==> src/rtl/axi_burst_write_master_pkg.sv <==
// Shared types and helpers for the AXI4 burst write master: response codes,
// FSM states, burst constants and response merging.
package axi_burst_write_master_pkg;

    typedef enum logic [1:0] {
        RESP_OKAY   = 2'b00,
        RESP_EXOKAY = 2'b01,
        RESP_SLVERR = 2'b10,
        RESP_DECERR = 2'b11
    } axi_resp_t;

    typedef enum logic [2:0] {
        ST_IDLE,
        ST_CHECK,
        ST_AW,
        ST_W,
        ST_B,
        ST_DONE
    } wm_state_t;

    localparam logic [1:0] BURST_INCR     = 2'b01;
    localparam int         BOUNDARY_BYTES = 4096;

    // Worst response wins; EXOKAY carries no error so it folds into OKAY.
    function automatic axi_resp_t resp_merge(input axi_resp_t acc, input axi_resp_t resp);
        if (acc == RESP_DECERR || resp == RESP_DECERR) return RESP_DECERR;
        if (acc == RESP_SLVERR || resp == RESP_SLVERR) return RESP_SLVERR;
        return RESP_OKAY;
    endfunction

endpackage

==> src/rtl/axi_burst_write_master_splitter.sv <==
// Combinational 4KB splitter: sizes the next INCR sub-burst so it never
// crosses a 4KB page, and gives the aligned address that follows it.
module axi_4kb_splitter
    import axi_burst_write_master_pkg::*;
#(
    parameter int ADDR_WIDTH = 16
) (
    input  logic [ADDR_WIDTH-1:0] addr,
    input  logic [8:0]            remaining,
    input  logic [2:0]            size,
    output logic [8:0]            sub_beats,
    output logic [ADDR_WIDTH-1:0] next_addr
);

    logic [ADDR_WIDTH-1:0] w_aligned;
    logic [12:0]           w_room;

    // NOTE: every output is assigned before any condition, so no latch is inferred.
    always_comb begin
        w_aligned = addr & ~((ADDR_WIDTH'(1) << size) - ADDR_WIDTH'(1));
        w_room    = (13'(BOUNDARY_BYTES) - {1'b0, w_aligned[11:0]}) >> size;
        sub_beats = remaining;
        if ({4'b0000, remaining} > w_room) sub_beats = w_room[8:0];
        if (sub_beats > 9'd256) sub_beats = 9'd256;
        next_addr = w_aligned + (ADDR_WIDTH'(sub_beats) << size);
    end

endmodule

==> src/rtl/axi_burst_write_master.sv <==
// AXI4 write-channel master: takes one command plus its data stream, issues
// 4KB-safe INCR sub-bursts one at a time and reports one merged completion.
module axi_burst_write_master
    import axi_burst_write_master_pkg::*;
#(
    parameter  int ADDR_WIDTH = 16,
    parameter  int DATA_WIDTH = 32,
    localparam int STRB_WIDTH = DATA_WIDTH / 8
) (
    input  logic                  clk,
    input  logic                  ARESET,
    input  logic                  cmd_valid,
    output logic                  cmd_ready,
    input  logic [ADDR_WIDTH-1:0] cmd_addr,
    input  logic [7:0]            cmd_len,
    input  logic [2:0]            cmd_size,
    input  logic                  wr_valid,
    output logic                  wr_ready,
    input  logic [DATA_WIDTH-1:0] wr_data,
    output logic                  done_valid,
    output logic [1:0]            done_resp,
    output logic [3:0]            done_bursts,
    output logic [ADDR_WIDTH-1:0] AWADDR,
    output logic [7:0]            AWLEN,
    output logic [2:0]            AWSIZE,
    output logic [1:0]            AWBURST,
    output logic                  AWVALID,
    input  logic                  AWREADY,
    output logic [DATA_WIDTH-1:0] WDATA,
    output logic [STRB_WIDTH-1:0] WSTRB,
    output logic                  WLAST,
    output logic                  WVALID,
    input  logic                  WREADY,
    input  logic [1:0]            BRESP,
    input  logic                  BVALID,
    output logic                  BREADY
);

    localparam int         LANE_BITS = $clog2(STRB_WIDTH);
    localparam logic [2:0] MAX_SIZE  = 3'(LANE_BITS);

    wm_state_t             r_state;
    logic [ADDR_WIDTH-1:0] r_addr;
    logic [ADDR_WIDTH-1:0] r_next_addr;
    logic [ADDR_WIDTH-1:0] r_beat_addr;
    logic [8:0]            r_remaining;
    logic [8:0]            r_sub;
    logic [8:0]            r_beat_cnt;
    logic [2:0]            r_size;
    axi_resp_t             r_resp_acc;
    axi_resp_t             r_done_resp;
    logic [3:0]            r_burst_cnt;
    logic [3:0]            r_done_bursts;
    logic                  r_first;
    logic                  r_cmd_ready;
    logic                  r_awvalid;
    logic                  r_wlast;
    logic                  r_bready;
    logic                  r_done_valid;
    logic [ADDR_WIDTH-1:0] r_awaddr;
    logic [7:0]            r_awlen;
    logic [2:0]            r_awsize;
    logic [STRB_WIDTH-1:0] r_wstrb;

    logic [8:0]            w_sub;
    logic [ADDR_WIDTH-1:0] w_next_addr;
    logic                  w_in_w;
    logic                  w_beat;
    logic [ADDR_WIDTH-1:0] w_step;
    logic [ADDR_WIDTH-1:0] w_beat_next;
    axi_resp_t             w_merged;

    axi_4kb_splitter #(.ADDR_WIDTH(ADDR_WIDTH)) u_splitter (
        .addr      (r_addr),
        .remaining (r_remaining),
        .size      (r_size),
        .sub_beats (w_sub),
        .next_addr (w_next_addr)
    );

    // Lanes of the 2^size window holding this beat; the command's first beat
    // additionally drops the lanes below its unaligned start byte.
    function automatic logic [STRB_WIDTH-1:0] beat_strb(input logic [ADDR_WIDTH-1:0] addr,
                                                         input logic [2:0] size,
                                                         input logic first);
        int off;
        int nb;
        int lo;
        off = int'(32'(addr) % 32'(STRB_WIDTH));
        nb  = int'(32'd1 << size);
        lo  = off & ~(nb - 1);
        for (int i = 0; i < STRB_WIDTH; i++) begin
            beat_strb[i] = (i >= lo) && (i < lo + nb) && (!first || i >= off);
        end
    endfunction

    assign w_in_w      = (r_state == ST_W);
    assign w_beat      = w_in_w && wr_valid && WREADY;
    assign w_step      = ADDR_WIDTH'(1) << r_size;
    assign w_beat_next = (r_beat_addr & ~(w_step - ADDR_WIDTH'(1))) + w_step;
    assign w_merged    = resp_merge(r_resp_acc, axi_resp_t'(BRESP));

    assign cmd_ready   = r_cmd_ready;
    assign wr_ready    = w_in_w && WREADY;
    assign WVALID      = w_in_w && wr_valid;
    assign WDATA       = wr_data;
    assign WSTRB       = r_wstrb;
    assign WLAST       = r_wlast;
    assign AWADDR      = r_awaddr;
    assign AWLEN       = r_awlen;
    assign AWSIZE      = r_awsize;
    assign AWBURST     = BURST_INCR;
    assign AWVALID     = r_awvalid;
    assign BREADY      = r_bready;
    assign done_valid  = r_done_valid;
    assign done_resp   = r_done_resp;
    assign done_bursts = r_done_bursts;

    // NOTE: state and registered outputs use non-blocking assignments so every
    // branch sees the pre-edge values, avoiding simulation/synthesis mismatch.
    always_ff @(posedge clk or posedge ARESET) begin
        if (ARESET) begin
            r_state       <= ST_IDLE;
            r_addr        <= '0;
            r_next_addr   <= '0;
            r_beat_addr   <= '0;
            r_remaining   <= '0;
            r_sub         <= '0;
            r_beat_cnt    <= '0;
            r_size        <= '0;
            r_resp_acc    <= RESP_OKAY;
            r_done_resp   <= RESP_OKAY;
            r_burst_cnt   <= '0;
            r_done_bursts <= '0;
            r_first       <= 1'b0;
            r_cmd_ready   <= 1'b1;
            r_awvalid     <= 1'b0;
            r_wlast       <= 1'b0;
            r_bready      <= 1'b0;
            r_done_valid  <= 1'b0;
            r_awaddr      <= '0;
            r_awlen       <= '0;
            r_awsize      <= '0;
            r_wstrb       <= '0;
        end else begin
            case (r_state)
                ST_IDLE: begin
                    if (cmd_valid && r_cmd_ready) begin
                        r_addr      <= cmd_addr;
                        r_remaining <= {1'b0, cmd_len} + 9'd1;
                        r_size      <= cmd_size;
                        r_resp_acc  <= RESP_OKAY;
                        r_burst_cnt <= '0;
                        r_first     <= 1'b1;
                        r_cmd_ready <= 1'b0;
                        r_state     <= ST_CHECK;
                    end
                end
                ST_CHECK: begin
                    if (r_size > MAX_SIZE) begin
                        r_resp_acc    <= RESP_SLVERR;
                        r_done_resp   <= RESP_SLVERR;
                        r_done_bursts <= r_burst_cnt;
                        r_done_valid  <= 1'b1;
                        r_state       <= ST_DONE;
                    end else begin
                        r_sub       <= w_sub;
                        r_next_addr <= w_next_addr;
                        r_awaddr    <= r_addr;
                        r_awlen     <= 8'(w_sub - 9'd1);
                        r_awsize    <= r_size;
                        r_awvalid   <= 1'b1;
                        r_state     <= ST_AW;
                    end
                end
                ST_AW: begin
                    if (AWREADY) begin
                        r_awvalid   <= 1'b0;
                        r_burst_cnt <= r_burst_cnt + 4'd1;
                        r_beat_cnt  <= '0;
                        r_beat_addr <= r_addr;
                        r_wstrb     <= beat_strb(r_addr, r_size, r_first);
                        r_wlast     <= (r_sub == 9'd1);
                        r_state     <= ST_W;
                    end
                end
                ST_W: begin
                    if (w_beat) begin
                        r_first <= 1'b0;
                        if (r_wlast) begin
                            r_wlast  <= 1'b0;
                            r_wstrb  <= '0;
                            r_bready <= 1'b1;
                            r_state  <= ST_B;
                        end else begin
                            r_beat_cnt  <= r_beat_cnt + 9'd1;
                            r_beat_addr <= w_beat_next;
                            r_wstrb     <= beat_strb(w_beat_next, r_size, 1'b0);
                            r_wlast     <= (r_beat_cnt + 9'd2 == r_sub);
                        end
                    end
                end
                ST_B: begin
                    if (BVALID) begin
                        r_bready    <= 1'b0;
                        r_resp_acc  <= w_merged;
                        r_remaining <= r_remaining - r_sub;
                        r_addr      <= r_next_addr;
                        if (r_remaining == r_sub) begin
                            r_done_resp   <= w_merged;
                            r_done_bursts <= r_burst_cnt;
                            r_done_valid  <= 1'b1;
                            r_state       <= ST_DONE;
                        end else begin
                            r_state <= ST_CHECK;
                        end
                    end
                end
                ST_DONE: begin
                    r_done_valid <= 1'b0;
                    r_cmd_ready  <= 1'b1;
                    r_state      <= ST_IDLE;
                end
                default: r_state <= ST_IDLE;
            endcase
        end
    end

endmodule

==> config.mk <==
export PLATFORM = sky130hd
export DESIGN_NAME = axi_burst_write_master
export DESIGN_NICKNAME = d
export VERILOG_FILES = /design/src/rtl/axi_burst_write_master_pkg.sv /design/src/rtl/axi_burst_write_master_splitter.sv /design/src/rtl/axi_burst_write_master.sv
export SDC_FILE = /design/constraint.sdc
export NUM_CORES = 1
export LEC_CHECK = 0
export ABC_CLOCK_PERIOD_IN_PS = 10000
export BUFFER_PORTS_ARGS = -buffer_cell sky130_fd_sc_hd__buf_2
export CORE_UTILIZATION = 45
export CTS_BUF_LIST = sky130_fd_sc_hd__clkbuf_4
export DETAILED_ROUTE_END_ITERATION = 10
export PLACE_DENSITY = 0.66
export SLEW_MARGIN = 25
export SYNTH_ARGS = -nofsm -noshare
export SYNTH_HDL_FRONTEND = slang
export SYNTH_SLANG_ARGS = --single-unit
==> constraint.sdc <==
create_clock -name clk -period 10 [get_ports clk]
set_clock_uncertainty 0.1 [all_clocks]
set_input_delay 3 -clock clk [delete_from_list [all_inputs] [get_ports clk]]
set_output_delay 3 -clock clk [all_outputs]
set_load 0.01 [all_outputs]
==> metrics.txt, run 1 <==
Clock Tree Buf Depth 2; Final TNS setup 0 ps; Fin. Hold Viols 0; met3 track demand over resource 4.24%; Detail Placement HPWL 19,200 µm; Reg area 2900 µm²; Routability Congestion 0.943; vias per inst 5.78; Slew Limit Fails 0; layer with the highest usage met2; CTS Buf Count 17; DR DRC count 0; CTS Hold Buffers Added 0; crit path kind register to register; initial antenna violation count 0; Initial Util 46.5%; first-pass GRT wire length 40,800 µm; Syn Inst Count 1,077; Filler cells 1,876; Nets 1,211; final period utilization 91.5%; layout cell share with drive strength beyond 1 15.6%; die footprint 20,200 µm²; # setup viols final 0; synthesized cell area 8820 µm²; diode count 0; crit path max-delay cell type dfrtp_1; CP startpoint kind register; routing usage on met1 35.7%; worst path required time 10,380 ps; Port Buffers 79; Max-slew headroom 41.6%; async set-reset flop share out of synthesis 100%; worst stage delay on the critical path 670 ps; critical path endpoint category register; Clock Latency Late Sink 560 ps; Ports 146; r2r setup slk 850 ps; Mapped Avg Cell Area 8.19 µm²; CORE AREA 19,000 µm²; DR vias 7,920; DRT Pass-1 Iters 5; setup bufs post-CTS 0; synth unique cells 81; DIE WIDTH 142 µm; Slew @ Worst Pin 877 ps; vias in the first global route 7,440; Post-synth top flop dfrtp_1; net count after synthesis 1,191; Multi-input gate area 5260 µm²; Synth Register Bits 116; Starting DRT DRC Count 392; post-CTS sizing 0; WL final 25,900 µm; Reg clk slew, reported paths 130 ps; detailed-route wire length per cell 18.9 µm; GRT Residual Overflow 0; worst-path fanout max 21; met2 Usage GRT 42.6%; sequential-to-total area share from yosys stat 32.9%; Min-Delay Path Class register to register; Die Y 142 µm; Final min period 9150 ps; CP dominant cell by count a21o_1; CTS root buf clkbuf_4; Routed Antenna Nets 0; CTS tree built; number of synthesized flops with an enable pin 0; Sink Count 116; GRT Overall Usage 26.4%; max-cap violations 0; largest net degree at the start of global routing 75; Synth warnings 0; WP data arrival 9530 ps; FMAX 109 MHz; H-tree levels 4; Rows 50; status completed; Area Growth Syn to Fin 7.30%; RSZ-0062 raised after global routing false
[cells by family after synthesis]
group | share of synthesized area [%]
AND/OR/NAND/NOR | 20.2
AO/OA/AOI/OAI | 19.8
buffers and inverters | 7.78
flip-flops | 32.9
XOR/XNOR | 5.66
multiplexers | 6.76
adder cells (fa/ha/maj) | 6.78
other | 0.0851
[stage by stage]
| stage | utilization [%] | setup WS, ps | hold slack, ps | instances | area [µm²] |
|---|---|---|---|---|---|
| final | 49.9 | 854 | 384 | 1370 | 9470 |
| after global routing | 49.9 | 254 | 415 | 1370 | 9470 |
| after CTS | 49.9 | 982 | 387 | 1370 | 9460 |
| after detailed placement | 48.5 | 1030 | 357 | 1338 | 9200 |
| after global placement | 48.5 | 1150 | 356 | 1338 | 9200 |
| after floorplan | - | 1810 | 345 | 1077 | 8820 |
[path summary, 6_finish.rpt]
| check | from | to | cells past startpoint |
|---|---|---|---|
| max | r_size[2] | r_next_addr[14] | 31 |
| min | AWADDR[3] | AWADDR[3] | 2 |
| max reg2reg | r_size[2] | r_next_addr[14] | 31 |
| min reg2reg | AWADDR[3] | AWADDR[3] | 2 |
| max in group asynchronous | ARESET | r_next_addr[2] | 3 |
| min in group asynchronous | ARESET | r_remaining[6] | 2 |
[worst max-delay path, delay by kind of cell (launching register included)]
| kind | cells | cell delay, ps |
|---|---|---|
| AOI/OAI and AO/OA | 15 | 3720 |
| DFF | 1 | 670 |
| buffers and inverters | 1 | 140 |
| muxes | 2 | 750 |
| adders and majority gates | 3 | 960 |
| and+or+nand+nor | 10 | 2710 |
[cell type report]
cell class                      instances  area share [%]
Sequential cell                       116            30.7
Timing Repair Buffer                   99            5.80
Inverter                               45            1.81
Multi-Input combinational cell        818            55.5
Clock buffer                           17            1.35
Tap cell                              260            3.44
Clock inverter                         15            1.43
[layout by cell type, fill, tap and decap left out, types with 6 or more instances in the layout]
cell      count
a21o_1       13
ha_1         43
buf_2        79
nor2b_1       9
a21oi_1      51
inv_1        42
o22ai_1      10
nand4_1      10
nand2_1     168
o31ai_1       6
nor2_1       82
a31oi_1      13
xor2_1       26
a211oi_1     15
mux2_2       20
mux2i_1      36
dfrtp_1     115
or3_1         9
o221ai_1      6
nand3_1      25
and3_1        9
buf_4        19
o21ai_0      88
nand2b_1     10
nor3_1       25
clkbuf_4     17
xnor2_1      31
and2_1        7
[synthesized netlist by cell type, types with 4 or more instances]
cell type,n,area [µm²]
buf_2,5,25.0
o21a_1,5,37.5
o31ai_1,6,45.0
nor4_1,4,25.0
nor3_1,27,135
or4_1,5,37.5
a221oi_1,4,35.0
nor2b_1,9,56.3
a21o_1,13,97.6
buf_4,34,255
xor2_1,26,228
o22ai_1,10,62.6
nand4_1,10,62.6
nor2_1,82,308
inv_1,43,161
o311ai_0,4,35.0
a211oi_1,15,113
nand2_1,168,631
ha_1,43,538
a31oi_1,13,81.3
mux2i_1,36,360
o211ai_1,5,37.5
dfrtp_1,115,2880
buf_1,11,41.3
and2_1,7,43.8
nand2b_1,10,62.6
nor3b_1,4,30.0
mux2_2,20,225
or3_1,10,62.6
clkbuf_1,45,169
a21oi_1,52,260
o21ai_0,88,440
nand3_1,25,125
o221ai_1,6,52.6
xnor2_1,31,272
and3_1,9,56.3
a22oi_1,4,30.0
[routing by layer]
layer  vias to the layer above  part of all wire (%)
li1                       3826                     -
met1                      3781                    46
met2                       271                    46
met3                        42                   5.7
met4                         0                   2.2
met5                         -                     0
[flip-flops by register name (all words and copies together) (netlist names), 8 cells and up]
name	flops
r_beat_cnt	9
r_remaining	9
r_sub	9
AWLEN	8
r_next_addr	16
AWADDR	16
r_addr	16
Power of run 1 is left out: the tool's default activity adds up to more than one toggle a clock period on the data nets, which glitch-free logic cannot reach.
==> inputs of run 2 (changes only) <==
--- a/config.mk
+++ b/config.mk
@@ -11,6 +11,7 @@
 export CTS_BUF_LIST = sky130_fd_sc_hd__clkbuf_4
 export DETAILED_ROUTE_END_ITERATION = 10
 export PLACE_DENSITY = 0.66
+export REMOVE_ABC_BUFFERS = 1
 export SLEW_MARGIN = 25
 export SYNTH_ARGS = -nofsm -noshare
 export SYNTH_HDL_FRONTEND = slang
==> run 2 against run 1 <==
Largest cell class unchanged. Critical path type unchanged. Non-clock buffer count up 1. Maximum frequency up 1.7%. Setup slack better by 150 ps. Via count up 1.5%. Sequential share of layout area about the same. Clock-buffer cell count up 3. Core utilization about the same. First-iteration DRC count up 69%. Flip-flop and latch count unchanged. Design area about the same. Cell count up 0.15%. Global-route usage up 0.16 points.
==> metrics.txt, run 2 (synthesis gave the netlist of run 1 again) <==
CORE AREA 19,000 µm²; crit path kind register to register; CTS Hold Buffers Added 0; first-pass GRT wire length 41,600 µm; hold_ws 382 ps; Ports 146; Starting DRT DRC Count 661; Core Util, Final 50.0%; Reg clk slew, reported paths 130 ps; GRT Overall Usage 26.6%; # setup viols final 0; Layout Cells excl Fill 1,372; r2r setup slk 1000 ps; initial antenna violation count 1; CP startpoint kind register; hold depth 2; Clock Latency Late Sink 570 ps; worst stage delay on the critical path 780 ps; Die Y 142 µm; Routability Congestion 1.07; Area Growth Syn to Fin 7.37%; CTS root buf clkbuf_4; Slew @ Worst Pin 821 ps; Sink Count 116; crit path max-delay cell type a2111oi_0; GRT Residual Overflow 0; worst reg2reg path depth 32; DR DRC count 0; critical path endpoint category register; worst r2r src r_size[1]; Rows 50; post-CTS sizing 0; vias per inst 5.86; Routed Antenna Nets 0; Nets 1,212; WL final 25,900 µm; H-tree levels 4; WP data arrival 9390 ps; Final min period 9000 ps; Slew Limit Fails 0; FF-to-FF End r_next_addr[14]; setup bufs post-CTS 0; FMAX 111 MHz; layout cell share with drive strength beyond 1 15.8%; Hold Path Sink AWADDR[15]; RSZ-0062 raised after global routing false; vias in the first global route 7,643; CP dominant cell by count a21o_1; CTS Buf Count 17; status completed; detailed-route wire length per cell 18.9 µm; Buffers & Inverters on Critical Path 1; Clock Tree Buf Depth 2; hold wc startpoint AWADDR[15]; final period utilization 90.0%; DR vias 8,039; die footprint 20,200 µm²; DRT Pass-1 Iters 7; Placed Cells 1,339; Min-Delay Path Class register to register; Port Buffers 79; Max-slew headroom 43.9%; Initial Util 46.5%; commonest non-fill, non-tap cells in the layout 167 x nand2_1, 115 x dfrtp_1, 88 x o21ai_0, 82 x nor2_1, 79 x buf_2; Worst path depth 32; max-cap violations 0; Final TNS setup 0 ps; largest net degree at the start of global routing 66; Top Family by Delay on Critical Path compound AO/OA/AOI/OAI gates; worst path required time 10,390 ps; DIE WIDTH 142 µm; Filler cells 1,877; commonest non-fill, non-tap cell in the layout nand2_1; Fin. Hold Viols 0; worst-path fanout max 11; Detail Placement HPWL 19,400 µm; CTS tree built
run 2: cell types whose count changed in the layout (fill, tap and decap cells not counted), sizes merged:
cell | previous run | this run
clkinv | 9 | 4
clkbuf | 17 | 20
clkinvlp | 4 | 6
buf | 99 | 100
diode | 0 | 1
run 2: final cells by class:
| class | instances | area, µm² | area share, % |
|---|---|---|---|
| multi-input cells | 818 | 5260 | 55.5 |
| diodes | 1 | 2.50 | 0.0264 |
| clock buffers | 20 | 150 | 1.58 |
| well taps | 260 | 325 | 3.43 |
| inverters | 45 | 171 | 1.81 |
| clock inverters | 12 | 110 | 1.16 |
| flip-flops and latches | 116 | 2900 | 30.7 |
| repair buffers | 100 | 553 | 5.84 |
run 2: stage by stage:
step | setup slack [ps] | area [µm²]
after detailed placement | 1180 | 9210
final | 1000 | 9470
after floorplan | 1100 | 8310
after CTS | 1090 | 9470
after global routing | 469 | 9470
after global placement | 1390 | 9210
run 2: how the worst max path moves through the flow:
stage,slack (ps),endpoint,from
3_5_place_dp,1180,r_next_addr[14],r_size[1]
6_report,1000,r_next_addr[14],r_size[1]
2_1_floorplan,1100,r_next_addr[14],r_size[1]
5_1_grt,470,r_next_addr[14],r_size[1]
4_1_cts,1090,r_next_addr[14],r_size[1]
3_3_place_gp,1390,r_next_addr[14],r_size[1]
run 2: worst min-delay path: stages, from the launching register on:
cell,delay (ps)
dfrtp_1,350
nand2_1,50
nand2_1,50
run 2: layer usage:
layer  global-route usage (%)  vias up  wire length [µm]
li1                         -     3819                 -
met2                     41.8      328             11600
met5                     2.76        -                32
met1                     34.8     3835             11800
met4                     11.0        2               772
met3                     6.29       55              1750
Power of run 2 is left out for the same reason.
==> inputs of run 3 (changes only) <==
--- a/config.mk
+++ b/config.mk
@@ -12,7 +12,9 @@
 export DETAILED_ROUTE_END_ITERATION = 10
 export PLACE_DENSITY = 0.66
 export REMOVE_ABC_BUFFERS = 1
+export SKIP_CTS_REPAIR_TIMING = 1
 export SLEW_MARGIN = 25
 export SYNTH_ARGS = -nofsm -noshare
 export SYNTH_HDL_FRONTEND = slang
+export SYNTH_HIERARCHICAL = 1
 export SYNTH_SLANG_ARGS = --single-unit
==> run 3 against run 2 <==
Non-clock buffer count shrank 6. Clock-buffer cell count decreased by 3. Sequential share of layout area fell by 1.8 points. Design area grew 6.3%. Synthesized cell count grew 1.9%. First-iteration DRC count fell by 8.6%. Core utilization fell by 0.54 points. Critical endpoint unchanged.
==> metrics.txt, run 3 <==
status completed; CTS root buf clkbuf_4; CTS tree built; Port Buffers 79; Fin. Hold Viols 0; Clock Latency Late Sink 580 ps; DR vias 8,416; vias per inst 6.02; layout cell share with drive strength beyond 1 20.8%; die footprint 21,500 µm²; Synth warnings 6; Final TNS setup 0 ps; Routability Congestion 0.945; FMAX 111 MHz; hold depth 2; sequential-to-total area share from yosys stat 30.9%; WL final 27,200 µm; Initial Util 46.1%; Reg clk slew, reported paths 120 ps; Nets 1,226; top-area cell type share of the netlist area 30.6%; vias in the first global route 7,983; setup ws final 1000 ps; DIE WIDTH 147 µm; commonest non-fill, non-tap cells in the layout 122 x nand2_1, 115 x dfrtp_1, 99 x nor2_1, 79 x buf_2; Syn Inst Count 1,097; Routed Antenna Nets 0; DR DRC count 0; crit path kind register to register; async set-reset flop share out of synthesis 100%; GRT Residual Overflow 0; CP dominant cell by count o21ai_0; worst-path fanout max 22; r2r setup slk 1000 ps; worst reg2reg path depth 37; Rows 52; Final min period 9000 ps; Clock Tree Buf Depth 2; GRT Overall Usage 26.1%; # setup viols final 0; CP startpoint kind register; worst path required time 10,370 ps; Starting DRT DRC Count 604; number of synthesized flops with an enable pin 0; dpl ws 1110 ps; WP data arrival 9360 ps; Die Y 147 µm; worst r2r src r_size[0]; synth unique cells 102; synthesized cell area 9400 µm²; DRT Pass-1 Iters 5; final period utilization 90.0%; max-cap violations 0; Mapped Avg Cell Area 8.57 µm²; commonest non-fill, non-tap cell in the layout nand2_1; first-pass GRT wire length 44,000 µm; most common cell in the netlist nand2_1; detailed-route wire length per cell 19.4 µm; Post-synth top flop dfrtp_1; Sink Count 116; cell accounting for the most synthesized area dfrtp_1; Buffers & Inverters on Critical Path 3; crit path max-delay cell type dfrtp_1; Hold Path Sink AWLEN[7]; largest net degree at the start of global routing 69; CTS Buf Count 17; Detail Placement HPWL 19,900 µm; Area Growth Syn to Fin 7.15%; Min-Delay Path Class register to register; Max-slew headroom 28.6%; RSZ-0062 raised after global routing false; Top Family by Delay on Critical Path compound AO/OA/AOI/OAI gates; worst stage delay on the critical path 710 ps; critical path endpoint category register; FF-to-FF End r_next_addr[14]; hold wc startpoint AWLEN[7]; Ports 146; Slew @ Worst Pin 1060 ps; initial antenna violation count 1; largest cells by area after synthesis dfrtp_1 31%, mux2_2 6.1%, ha_1 5.6%; Synth Register Bits 116; commonest cells in the netlist 123 x nand2_1, 115 x dfrtp_1, 99 x nor2_1; CORE AREA 20,400 µm²; Slew Limit Fails 0; H-tree levels 4
==> run 3: changes by cell type after synthesis, moves of 14 or more <==
cell,change
nor2_1,+17
mux2_2,+31
nand2_1,-45
o21ai_0,-43
mux2i_1,-25
a31oi_1,+19
nand3_1,+14
==> run 3: worst max path at each step <==
stage                                 end  cells after the start      start
after CTS                 r_next_addr[14]                     37  r_size[0]
after detailed placement  r_next_addr[14]                     37  r_size[0]
final                     r_next_addr[14]                     37  r_size[0]
after global routing      r_next_addr[14]                     36  r_size[0]
after floorplan           r_next_addr[15]                     36  r_size[2]
after global placement    r_next_addr[14]                     40  r_size[0]
==> run 3: metrics by stage <==
| stage | area [µm²] | std cells | hold WS [ps] | utilization, % |
|---|---|---|---|---|
| detailed placement | 9720 | 1365 | 365 | 47.7 |
| floorplan | 8850 | 1001 | 380 | - |
| CTS | 10100 | 1397 | 393 | 49.4 |
| finish | 10100 | 1398 | 390 | 49.4 |
| global route | 10100 | 1398 | 424 | 49.4 |
| global placement | 9720 | 1365 | 363 | 47.7 |
==> run 3: cell families (layout without fill, tap and decap cells) <==
logic type | Yosys count | count (layout) | synth area share, %
XOR/XNOR | 62 | 62 | 5.78
buffers and inverters | 141 | 171 | 7.58
AND/OR/NAND/NOR | 416 | 416 | 22.8
multiplexers | 64 | 64 | 7.76
adder cells (fa/ha/maj) | 44 | 44 | 6.02
flip-flops | 116 | 116 | 30.9
other | 2 | 3 | 0.0799
AO/OA/AOI/OAI | 252 | 252 | 19.1
==> run 3: metal layers <==
| layer | track usage (%) | part of all wire [%] | vias to the layer above |
|---|---|---|---|
| met5 | 2.95 | 0.11 | - |
| met4 | 8.91 | 2.2 | 2 |
| met3 | 5.78 | 5.7 | 48 |
| met2 | 40.0 | 45 | 288 |
| met1 | 35.8 | 47 | 4112 |
| li1 | - | - | 3966 |
==> run 3: area by class of cell <==
cell class              count  area [µm²]
diodes                      1        2.50
repair buffers             94         508
flip-flops and latches    116        2900
multi-input cells         840        5800
clock buffers              17         128
well taps                 270         338
clock inverters            15         216
inverters                  45         171
fillers                  1985       10300
==> run 3: worst min-delay path, cell delays in order (launching register included) <==
cell	delay [ps]
dfrtp_1	360
nand2_1	40
o21ai_0	60
Power of run 3 is left out for the same reason.
